$ cat config.mk
export PLATFORM = sky130hd
export DESIGN_NAME = moore_seq_detector
export DESIGN_NICKNAME = d
export VERILOG_FILES = /design/src/rtl/moore_seq_detector.sv
export SDC_FILE = /design/constraint.sdc
export NUM_CORES = 1
export LEC_CHECK = 0
export ABC_AREA = 1
export CAP_MARGIN = 20
export CORE_MARGIN = 5
export CORE_UTILIZATION = 35
export CTS_BUF_LIST = sky130_fd_sc_hd__clkbuf_4 sky130_fd_sc_hd__clkbuf_8
export DETAILED_ROUTE_END_ITERATION = 12
export PLACE_DENSITY_LB_ADDON = 0.2
export SYNTH_ARGS = -nofsm -noshare
export SYNTH_HDL_FRONTEND = slang
export SYNTH_SLANG_ARGS = --single-unit
export TNS_END_PERCENT = 20
$ cat constraint.sdc
create_clock -name clk -period 1.8 [get_ports clk]
set_clock_uncertainty 0.2 [all_clocks]
set_input_delay 0.27 -clock clk [delete_from_list [all_inputs] [get_ports clk]]
set_output_delay 0.27 -clock clk [all_outputs]
set_load 0.01 [all_outputs]
$ cat src/rtl/moore_seq_detector.sv
`default_nettype none
// ============================================================================
// Module  : moore_seq_detector
// Brief   : Moore serial pattern detector (KMP transition table built at
//           elaboration) with saturating match counter.
//           Build macro MOORE_SEQ_OVERLAP_EN selects overlapping detection.
// Revision: 1.0  initial release
// ============================================================================
module moore_seq_detector #(
  parameter int               PAT_W   = 4,
  parameter logic [PAT_W-1:0] PATTERN = 4'b1011,
  parameter int               CNT_W   = 8
) (
  input  logic                         clk,
  input  logic                         rst,
  input  logic                         i_en,
  input  logic                         i_x,
  input  logic                         i_clr_cnt,
  output logic                         o_y,
  output logic [$clog2(PAT_W+1)-1:0]   o_state,
  output logic [CNT_W-1:0]             o_match_cnt,
  output logic                         o_cnt_sat
);

  localparam int SW    = $clog2(PAT_W + 1);
  localparam int NS    = PAT_W + 1;
  localparam int TBL_W = NS * 2 * SW;

`ifdef MOORE_SEQ_OVERLAP_EN
  localparam bit C_OVERLAP = 1'b1;
`else
  localparam bit C_OVERLAP = 1'b0;
`endif

  typedef enum logic [SW-1:0] {
    S_0 = '0
  } state_t;

  localparam state_t               S_PAT_W = state_t'(PAT_W);
  localparam logic [CNT_W-1:0]     CNT_MAX = '1;

  // Entry (k*2+b) holds the successor of S_k on input bit b.
  function automatic logic [TBL_W-1:0] f_build_table();
    int               pb   [0:16];
    int               fl   [0:16];
    int               dt0  [0:16];
    int               dt1  [0:16];
    int               j;
    int               base;
    logic [PAT_W-1:0] sh;
    logic [TBL_W-1:0] tbl;
    tbl = '0;
    sh  = PATTERN;
    for (int k = 0; k <= 16; k++) begin
      pb[k]  = 0;
      fl[k]  = 0;
      dt0[k] = 0;
      dt1[k] = 0;
    end
    for (int k = 0; k < PAT_W; k++) begin
      pb[k] = sh[PAT_W-1] ? 1 : 0;
      sh    = sh << 1;
    end
    // Failure function: fl[k] = longest proper border of the k-bit prefix.
    for (int k = 2; k <= PAT_W; k++) begin
      j = fl[k-1];
      while (j > 0 && pb[j] != pb[k-1]) j = fl[j];
      if (pb[j] == pb[k-1]) j = j + 1;
      fl[k] = j;
    end
    for (int k = 0; k < PAT_W; k++) begin
      dt0[k] = (pb[k] == 0) ? k + 1 : ((k == 0) ? 0 : dt0[fl[k]]);
      dt1[k] = (pb[k] == 1) ? k + 1 : ((k == 0) ? 0 : dt1[fl[k]]);
    end
    base       = C_OVERLAP ? fl[PAT_W] : 0;
    dt0[PAT_W] = dt0[base];
    dt1[PAT_W] = dt1[base];
    for (int k = 0; k <= PAT_W; k++) begin
      tbl[(k*2)*SW   +: SW] = SW'(dt0[k]);
      tbl[(k*2+1)*SW +: SW] = SW'(dt1[k]);
    end
    return tbl;
  endfunction

  localparam logic [TBL_W-1:0] NEXT_TBL = f_build_table();

  state_t            w_tbl [0:NS-1][0:1];
  state_t            r_state;
  state_t            w_state_next;
  state_t            w_lookup;
  logic              w_match;
  logic [CNT_W-1:0]  w_cnt_next;
  logic [CNT_W-1:0]  r_match_cnt;
  logic              r_cnt_sat;

  generate
    for (genvar k = 0; k < NS; k++) begin : g_tbl
      for (genvar b = 0; b < 2; b++) begin : g_bit
        assign w_tbl[k][b] = state_t'(NEXT_TBL[(k*2+b)*SW +: SW]);
      end
    end
  endgenerate

  always_ff @(posedge clk) begin
    if (rst) begin
      r_state     <= S_0;
      r_match_cnt <= '0;
      r_cnt_sat   <= 1'b0;
    end else begin
      r_state     <= w_state_next;
      r_match_cnt <= w_cnt_next;
      r_cnt_sat   <= (w_cnt_next == CNT_MAX);
    end
  end

  always_comb begin
    w_lookup     = S_0;
    w_state_next = r_state;
    w_match      = 1'b0;
    w_cnt_next   = r_match_cnt;
    // Unreachable encodings above S_PAT_W recover to S_0.
    if (r_state <= S_PAT_W) begin
      w_lookup = w_tbl[r_state][i_x];
    end
    if (i_en) begin
      w_state_next = w_lookup;
      w_match      = (w_lookup == S_PAT_W);
    end
    if (i_clr_cnt) begin
      w_cnt_next = w_match ? CNT_W'(1) : '0;
    end else if (w_match && (r_match_cnt != CNT_MAX)) begin
      w_cnt_next = r_match_cnt + CNT_W'(1);
    end
  end

  assign o_y         = (r_state == S_PAT_W);
  assign o_state     = r_state;
  assign o_match_cnt = r_match_cnt;
  assign o_cnt_sat   = r_cnt_sat;

endmodule
`default_nettype wire

=== After elaboration in Yosys (flattened, before gate mapping) ===
Memory sizes are Yosys's and may differ from the RTL's.
Cells that the tools add are included.

* Register bits: 12
* Memory bits (read-only): 48
* Input bits: 5
* Output and inout port bits: 13
* Word-level logic and storage cells: 25
* Memories kept: 1

{| class="wikitable"
|+ Memories
! name !! words !! width !! rd ports !! clocked after Yosys merged registers in !! write ports !! line !! source
|-
| (name not given) || 8 || 6 || 1 || 0 || 0 || 123 || <nowiki>w_lookup = w_tbl[r_state][i_x];</nowiki>
|}

* $add $sub $neg: 1
* $lt $le $gt $ge: 3
* Eq/ne operators: 4
* Muxes and demuxes: 10
* Bitwise logic cells: 2
* Reduce and logical (&&, ||, !) cells: 1

{| class="wikitable"
|+ Operators by type and width
! operator !! number
|-
| 2-to-1 mux 8 bit || 2
|-
| 2-to-1 mux 3 bit || 4
|-
| 2-to-1 mux 6 bit || 2
|-
| adder 8 x 1 -> 8 bit (second input constant) || 1
|-
| == test 8 bit (second input constant) || 1
|-
| inequality test 8 bit (second input constant) || 1
|-
| == test 3 bit (second input constant) || 2
|-
| greater-or-equal comparator 4 bit (second input constant) || 1
|-
| NOT 3 -> 4 bit || 1
|-
| less-or-equal comparator 3 bit (second input constant) || 1
|-
| greater-or-equal comparator 2 bit (second input constant) || 1
|-
| 2-to-1 mux 1 bit || 2
|-
| NOT 1 -> 2 bit || 1
|-
| logical AND 1 bit || 1
|}

=== Depth between registers and ports, before layout ===
* Depth in word-level cells: 14
* Mapped depth: 12
* Depth with buffers taken out: 12

=== Worst setup path after synthesis ===
OpenSTA, ideal clock, no wires.

* Path kind: reg2reg
* Start: register r_match_cnt[0] (netlist: o_match_cnt[0])
* End: register r_cnt_sat (netlist: o_cnt_sat)
* Library setup time: 62 ps
* Arrival: 1406 ps
* Data required time: 1538 ps
* Setup slack: 132 ps
* Cell stages (with the launch flop): 10
* Path buffers: 0
* Clock period less this slack: 1668 ps
* Cells stage by stage: dfxtp_1 -> ha_1 -> inv_1 -> nor2_4 -> nand2_4 -> nand2_8 -> nand2_1 -> a21oi_1 -> nand3_1 -> nor2_2

* Word-level cells in the longest chain between the ends: 5
* Elaborated cells on any way between the ends: 6
* Those cells by class: add/sub (1); eq/ne (2); mux (2); reduce/logical (1)

{| class="wikitable"
|+ RTL lines
! element !! line !! source
|-
| from (decl) || 93 || <nowiki>logic [CNT_W-1:0] r_match_cnt;</nowiki>
|-
| from (signal assigned) || 111 || <nowiki>r_match_cnt <= w_cnt_next;</nowiki>
|-
| parallel branches: the longest is 2 deep, another holds adder 8 x 1 -> 8 bit || - ||
|-
| 2-to-1 mux 8 bit (*) || 131 || <nowiki>end else if (w_match && (r_match_cnt != CNT_MAX)) begin</nowiki>
|-
| 2-to-1 mux 8 bit (*) || 129 || <nowiki>if (i_clr_cnt) begin</nowiki>
|-
| == test 8 bit (*) || 112 || <nowiki>r_cnt_sat <= (w_cnt_next == CNT_MAX);</nowiki>
|-
| to (signal assigned) || 112 ||
|-
| to (decl) || 94 || <nowiki>logic r_cnt_sat;</nowiki>
|}

Every way passes the cells marked *.
A chain may end at the register's enable or synchronous reset.

=== Final worst setup path ===
* Start: register r_state[0] (netlist: o_state[0])
* End: output o_state[0]

{| class="wikitable"
|+ RTL lines
! element !! line !! source
|-
| from (decl) || 88 || <nowiki>state_t r_state;</nowiki>
|-
| from (signal assigned) || 110 || <nowiki>r_state <= w_state_next;</nowiki>
|-
| to (decl) || 20 || <nowiki>output logic [$clog2(PAT_W+1)-1:0] o_state,</nowiki>
|}

No word-level cell between the ends.

==> results by stage <==
Worst setup path:
- At the worst endpoint, the required time is 1330 ps.
- The critical path is of the register to output port type.
- The signal on the critical path passes through clkdlybuf4s50_1.
- The endpoint kind of the worst setup timing path is an output port.
- On the critical path, the stage with the largest delay is an instance of sky130_fd_sc_hd__clkdlybuf4s50_1.
- The kind of cell adding the most delay to the critical path is buffers and inverters.
- The data arrival time of the critical path is 1270 ps.
- STA classifies the critical path startpoint as a register.
- The critical-path maximum fanout is 7.
- The buffering stage count on the worst path with inverters included is 1.
- The largest single stage delay on the critical path is 570 ps.

Synthesis:
- Counting every net in the synthesized netlist gives 117.
- The mean instance size in the synthesized netlist is 6.84 µm².
- The leading register cell type out of synthesis is sky130_fd_sc_hd__dfxtp_1.
- The biggest area contributor in the post-synthesis netlist is sky130_fd_sc_hd__dfxtp_1.
- By instance count, the leading cell after synthesis is sky130_fd_sc_hd__nand2_1.
- The synthesized design contains 0 enable-type register cells.
- The cell area after synthesis is 759 µm².
- The cell count after synthesis came out at 111.
- The share of synthesized registers carrying an async set or reset is 0.
- The Yosys step of the flow raised 0 warnings.
- The register bit total from synthesis is 12.
- By area the synthesized netlist is led by sky130_fd_sc_hd__dfxtp_1 (32%), sky130_fd_sc_hd__nand2_1 (15%), sky130_fd_sc_hd__nand3_1 (7.2%), sky130_fd_sc_hd__inv_1 (5.9%), sky130_fd_sc_hd__nor2_1 (5.9%).
- The top-area cell type share of the netlist area is 0.316.
- Sorting the synthesized cells by how often they occur yields sky130_fd_sc_hd__nand2_1 (31), sky130_fd_sc_hd__dfxtp_1 (12), sky130_fd_sc_hd__inv_1 (12), sky130_fd_sc_hd__nor2_1 (12), sky130_fd_sc_hd__nand3_1 (11).
- The number of library cell types mapped by synthesis is 25.
- The part of the Yosys area used for sequential elements is 0.316.

Drt:
- The number of DRC markers in iteration 0 is 17.
- The residual antenna-violating net count after detailed routing is 0.
- The routed metal-1 wire length is 930 µm.
- After detailed routing, the number of remaining DRC violations is 0.
- Detailed routing placed a total of 980 µm of wire on met2.
- The length of the first detailed-routing pass in iterations is 4.
- The mean routed wirelength per cell is 12.0 µm.
- The highest metal layer carrying signal wires in the routed design is met4.
- After detailed routing, the number of vias per cell comes to 4.79.
- The wire length reported by the detailed router is 2.05 mm.
- The via total after detailed routing is 819.
- The routed design uses 108 µm of met3 wire.

Global routing:
- The largest net degree at the start of global routing is 11.
- After global routing the overflow that remains totals 0.
- The number of global-route vias before repair is 783.
- The initial antenna violation count is 0.
- The first-pass GRT wire length is 3.46 mm.
- For this run, the total global-route usage over all layers was measured as 0.139.

Job:
- The tool flagged a number of max-cap violations equal to 0.

Outcome:
- The run finished with clean final reports.

STA:
- Setup repair after global routing left no endpoint under its margin.
- The maximum operating frequency is 0.574 GHz.
- For the pin with the worst max-slew slack, the measured transition is 178 ps.
- The count of final max-slew check failures was 0.
- Dividing the final minimum period by the clock period gives 0.968.
- The setup violation total in the final timing report is 0.
- The number of hold-slack violations in the final timing report is 0.
- Measured against its own limit, the worst slew margin works out to 0.881.
- The post-route worst setup slack is 56.8 ps.
- Subtracting the final worst setup slack from the clock period gives 1740 ps.
- Adding up every negative setup slack in the final design gives 0 ps.

Placement:
- The number of buffers added on ports is 17.
- Detailed placement finished with a half-perimeter wire length of 1.62 mm.
- Once placement finished, the instance area stood at 1060 µm².
- The global placer's final weighted congestion is 0.922.
- Prior to clock tree synthesis, the placed netlist has a worst setup slack of -205 ps.

Die:
- The core region is 2020 µm².
- From bottom edge to top edge, the die measures 56.6 µm.
- The floorplan step defined a die boundary enclosing 3200 µm².
- The starting density of the core is 0.376.
- In this run the core area contains 16 standard-cell rows.
- The die is 56.6 µm wide.
- 18 I/O pins were placed.

Power and ir drop:
- VDD sags by at most 321 µV.
- The cell leakage power is 0.000496 µW.
- For this design the ratio of total power to cell area is 492 nW/µm².
- The total power is 550 µW.

Layout:
- Once layout is done, the placed cells without fillers occupy 1120 µm².
- The area used by multi-input combinational logic is 469 µm².
- The combined flip-flop and latch cell area is 248 µm².
- The end-of-flow core utilization is 0.553.
- The share of post-route cells with drive strength above 1 is 0.278.
- The layout filler cell count is 199.
- From synthesis to final layout, the design area changed by 47.3%.
- The final net count is 151.
- The number of antenna repair diodes is 0.

CTS:
- The cell at the root of the clock tree is sky130_fd_sc_hd__clkbuf_4.
- The insertion delay of the later-clocked pin in the worst-skew pair is 290 ps.
- CTS saw 12 sinks.
- TritonCTS built the clock tree.
- The H-tree depth is 1.
- The clock buffer count from CTS is 3.
- The maximum count of clock buffers along a single path is 2.
- The clock slew at the register clock pins of the worst setup and hold paths is 90 ps.

Worst hold path:
- The worst min-delay path class is register to register.
[what timing repair did]
item | CTS | global route
hold buffers | 0 | 0
setup endpoints to repair | 5 | 6
pin swaps | 0 | 2
buffers inserted | 0 | 0
gates resized for setup | 5 | 8
[registers in the layout (all words and copies together) (netlist names)]
register     cells
o_match_cnt      8
o_state          3
o_cnt_sat        1
[area by class of cell]
class / instances / area share
tap: 27 / 0.0302
clock buffer: 4 / 0.0324
sequential: 12 / 0.221
multi-input combinational: 84 / 0.419
timing repair buffer: 30 / 0.245
inverter: 14 / 0.0515
[power breakdown]
group / switching, µW / leakage, µW / internal, µW
Clock: 109 / 0.0000210 / 124
Combinational: 21.7 / 0.000375 / 22.8
Sequential: 5.05 / 0.0000998 / 268
[cell families (layout without fill, tap and decap cells)]
| family | Yosys count | after routing | synth area share |
|---|---|---|---|
| AOI/OAI and AO/OA | 10 | 10 | 0.0774 |
| DFF | 12 | 12 | 0.316 |
| xor gates and xnor gates | 2 | 2 | 0.0231 |
| adders and majority gates | 1 | 1 | 0.0165 |
| and+or+nand+nor | 71 | 71 | 0.486 |
| buffers and inverters | 15 | 48 | 0.0807 |
[worst paths after layout]
check	from	endpoint	slack (ps)	cells past startpoint
min	o_state[1]	o_state[1]	320	2
max reg2reg	o_match_cnt[0]	o_cnt_sat	130	9
max	o_state[0]	o_state[0]	60	1
min reg2reg	o_state[1]	o_state[1]	320	2
[cell usage in the layout (no fill, tap or decap), types with 2 or more instances in the layout]
cell / Yosys / routed
sky130_fd_sc_hd__dfxtp_1: 12 / 6
sky130_fd_sc_hd__nor3_1: 2 / 2
sky130_fd_sc_hd__nand3_1: 11 / 11
sky130_fd_sc_hd__nand2_2: 2 / 2
sky130_fd_sc_hd__nand4_1: 3 / 3
sky130_fd_sc_hd__buf_4: 0 / 13
sky130_fd_sc_hd__a21oi_1: 4 / 3
sky130_fd_sc_hd__nand2_1: 31 / 31
sky130_fd_sc_hd__inv_1: 12 / 12
sky130_fd_sc_hd__clkdlybuf4s50_1: 0 / 13
sky130_fd_sc_hd__nor2_1: 12 / 12
sky130_fd_sc_hd__o21ai_0: 3 / 3
sky130_fd_sc_hd__clkbuf_4: 0 / 3
sky130_fd_sc_hd__dlymetal6s2s_1: 0 / 3
sky130_fd_sc_hd__dfxtp_2: 0 / 6
sky130_fd_sc_hd__nor2_2: 5 / 5
[metal layers]
metal	GRT usage	up-vias
li1	-	423
met2	0.224	18
met1	0.168	373
met5	0	-
met4	0.0542	0
met3	0.0459	5
[metrics by stage]
stage | hold slack (ps) | instances
after global placement | 359 | 167
after detailed placement | 361 | 167
after floorplan | 148 | 111
final | 321 | 171
after global routing | 369 | 171
after CTS | 325 | 171
(Power assumes the default switching activity.)
==> RTL change, RTL diff (config.mk and constraints unchanged) <==
Register the output `o_match_cnt` once more, with the module's reset; this adds one clock of latency there. The other outputs are not delayed to match.
--- a/src/rtl/moore_seq_detector.sv
+++ b/src/rtl/moore_seq_detector.sv
@@ -136,5 +136,11 @@
   assign o_y         = (r_state == S_PAT_W);
   assign o_state     = r_state;
-  assign o_match_cnt = r_match_cnt;
+  always_ff @(posedge clk) begin
+    if (rst) begin
+      o_match_cnt <= '0;
+    end else begin
+      o_match_cnt <= r_match_cnt;
+    end
+  end
   assign o_cnt_sat   = r_cnt_sat;
 
Behaviour: not the same (a bounded check fails within 10 cycles, from zero or initial values and one cycle with rst high).
==> RTL change against the original RTL <==
- non-clock buffer count increased by 5
- synthesized area increased by 26%
- sequential share of layout area increased by 8.2 points
- worst setup slack improved by 0.052 ns
- highest routed layer unchanged
- die area increased by 21%
- wire length increased by 1.1%
- largest power group unchanged
- design area increased by 19%
- fmax increased by 3.0%
- sequential cell count increased by 8
- clock power increased by 12%
- total power increased by 36%
==> RTL change: results (changes against the original RTL) <==
stage,metric,value,unit,change
final_layout,fill_cells,284,,was 199
global_route,grt_use_met1,13.9,%,was 16.8%
clocking,clkTransAtPathRegs,0.11,ns,was 0.09 ns
global_route,grt_usage,10.9,%,was 13.9%
detailed_routing,drt_iter0_drc,14,,was 17
yosys,synth_area_leaders,"dfxtp_1 (42%), nand2_1 (13%), inv_1 (7.4%)",,"was dfxtp_1 (32%), nand2_1 (15%), nand3_1 (7.2%)"
critical_path,slowest_delay,0.54,ns,was 0.57 ns
critical_path,crit_path_start,o_state[2],,was o_state[0]
global_route,grt_pass1_vias,894,,was 783
detailed_routing,dr_wl_met2,949,um,was 980 um
timing,whs,0.288,ns,was 0.321 ns
yosys,synthCells,134,,was 111
yosys,synth_fp_nets,140,,was 117
critical_path,critical_path_arrival,1.22,ns,was 1.27 ns
final_layout,multi_input_area,472,um^2,was 469 um^2
yosys,ys_seq_area_share,41.8,%,was 31.6%
power,irDropWorstVdd,0.000487,V,was 0.000321 V
critical_path,reg2reg_depth,10,,was 9
detailed_routing,finalWirelength,2070,um,was 2050 um
status,status,finished clean,,unchanged
power,clkPwrFrac,34.7,%,was 42.3%
yosys,yosys-top-cells-count,"nand2_1 (33), dfxtp_1 (20), inv_1 (19)",,"was nand2_1 (31), dfxtp_1 (12), inv_1 (12), nor2_1 (12), nand3_1 (11)"
timing,min_period,1.69,ns,was 1.74 ns
yosys,ys_types,22,,was 25
critical_path,worstPathMaxFanout,4,,was 7
power,power_leakage,0.636,nW,was 0.496 nW
final_layout,final_layout_size_suffix_gt1_share,24.6,%,was 27.8%
detailed_routing,vias,908,,was 819
power,powerClk,261,uW,was 233 uW
critical_path,endpoint,o_state[2],,was o_state[0]
detailed_routing,avgViaCountPerCell,4.50,,was 4.79
timing,relSlewSlack,84.5,%,was 88.1%
placed_design,placed_area,1290,um^2,was 1060 um^2
placed_design,hpwl,1650,um,was 1620 um
power,powerComb,45.3,uW,was 44.5 uW
min_path,hp-start,r_match_cnt[7],,was o_state[1]
power,swShare,21.4,%,was 24.7%
global_route,use_met3,3.42,%,was 4.59%
clocking,post_cts_resized,1,,was 5
global_route,grt_pass1_wl,3550,um,was 3460 um
global_route,grt_use_met2,18.0,%,was 22.4%
min_path,min_to,o_match_cnt[7],,was o_state[1]
critical_path,ff2ff_setup_slack,0.11,ns,was 0.13 ns
placed_design,post-place-ws,-0.0770,ns,was -0.205 ns
-- RTL change: changes by cell type after synthesis, sizes merged, moves of 2 or more --
cell,delta
inv,+7
nand3,-2
nand2,+2
a21oi,+4
nor2,+2
xor2,+3
dfxtp,+8
-- RTL change: cells by family after synthesis --
logic type / share of synthesized area [%]
buf+inv: 9.01
simple gates: 37.3
xor+xnor: 3.65
flops: 41.8
compound gates: 6.92
fa+ha+maj: 1.31
-- RTL change: worst reg2reg max path: stages, from the launching register on --
cell	delay [ns]
dfxtp_2	0.35
ha_1	0.17
inv_1	0.07
nor2_4	0.12
nand2_2	0.10
nand2_4	0.10
inv_2	0.06
buf_4	0.13
o21ai_2	0.16
nand3_2	0.10
nor2_2	0.08
-- RTL change: area by class of cell --
cell class                      count  share of cell area [%]
Clock buffer                        4                    2.72
Inverter                           21                    5.90
Multi-Input combinational cell     91                    35.3
Sequential cell                    20                    30.3
Tap cell                           31                    2.90
Timing Repair Buffer               35                    22.8
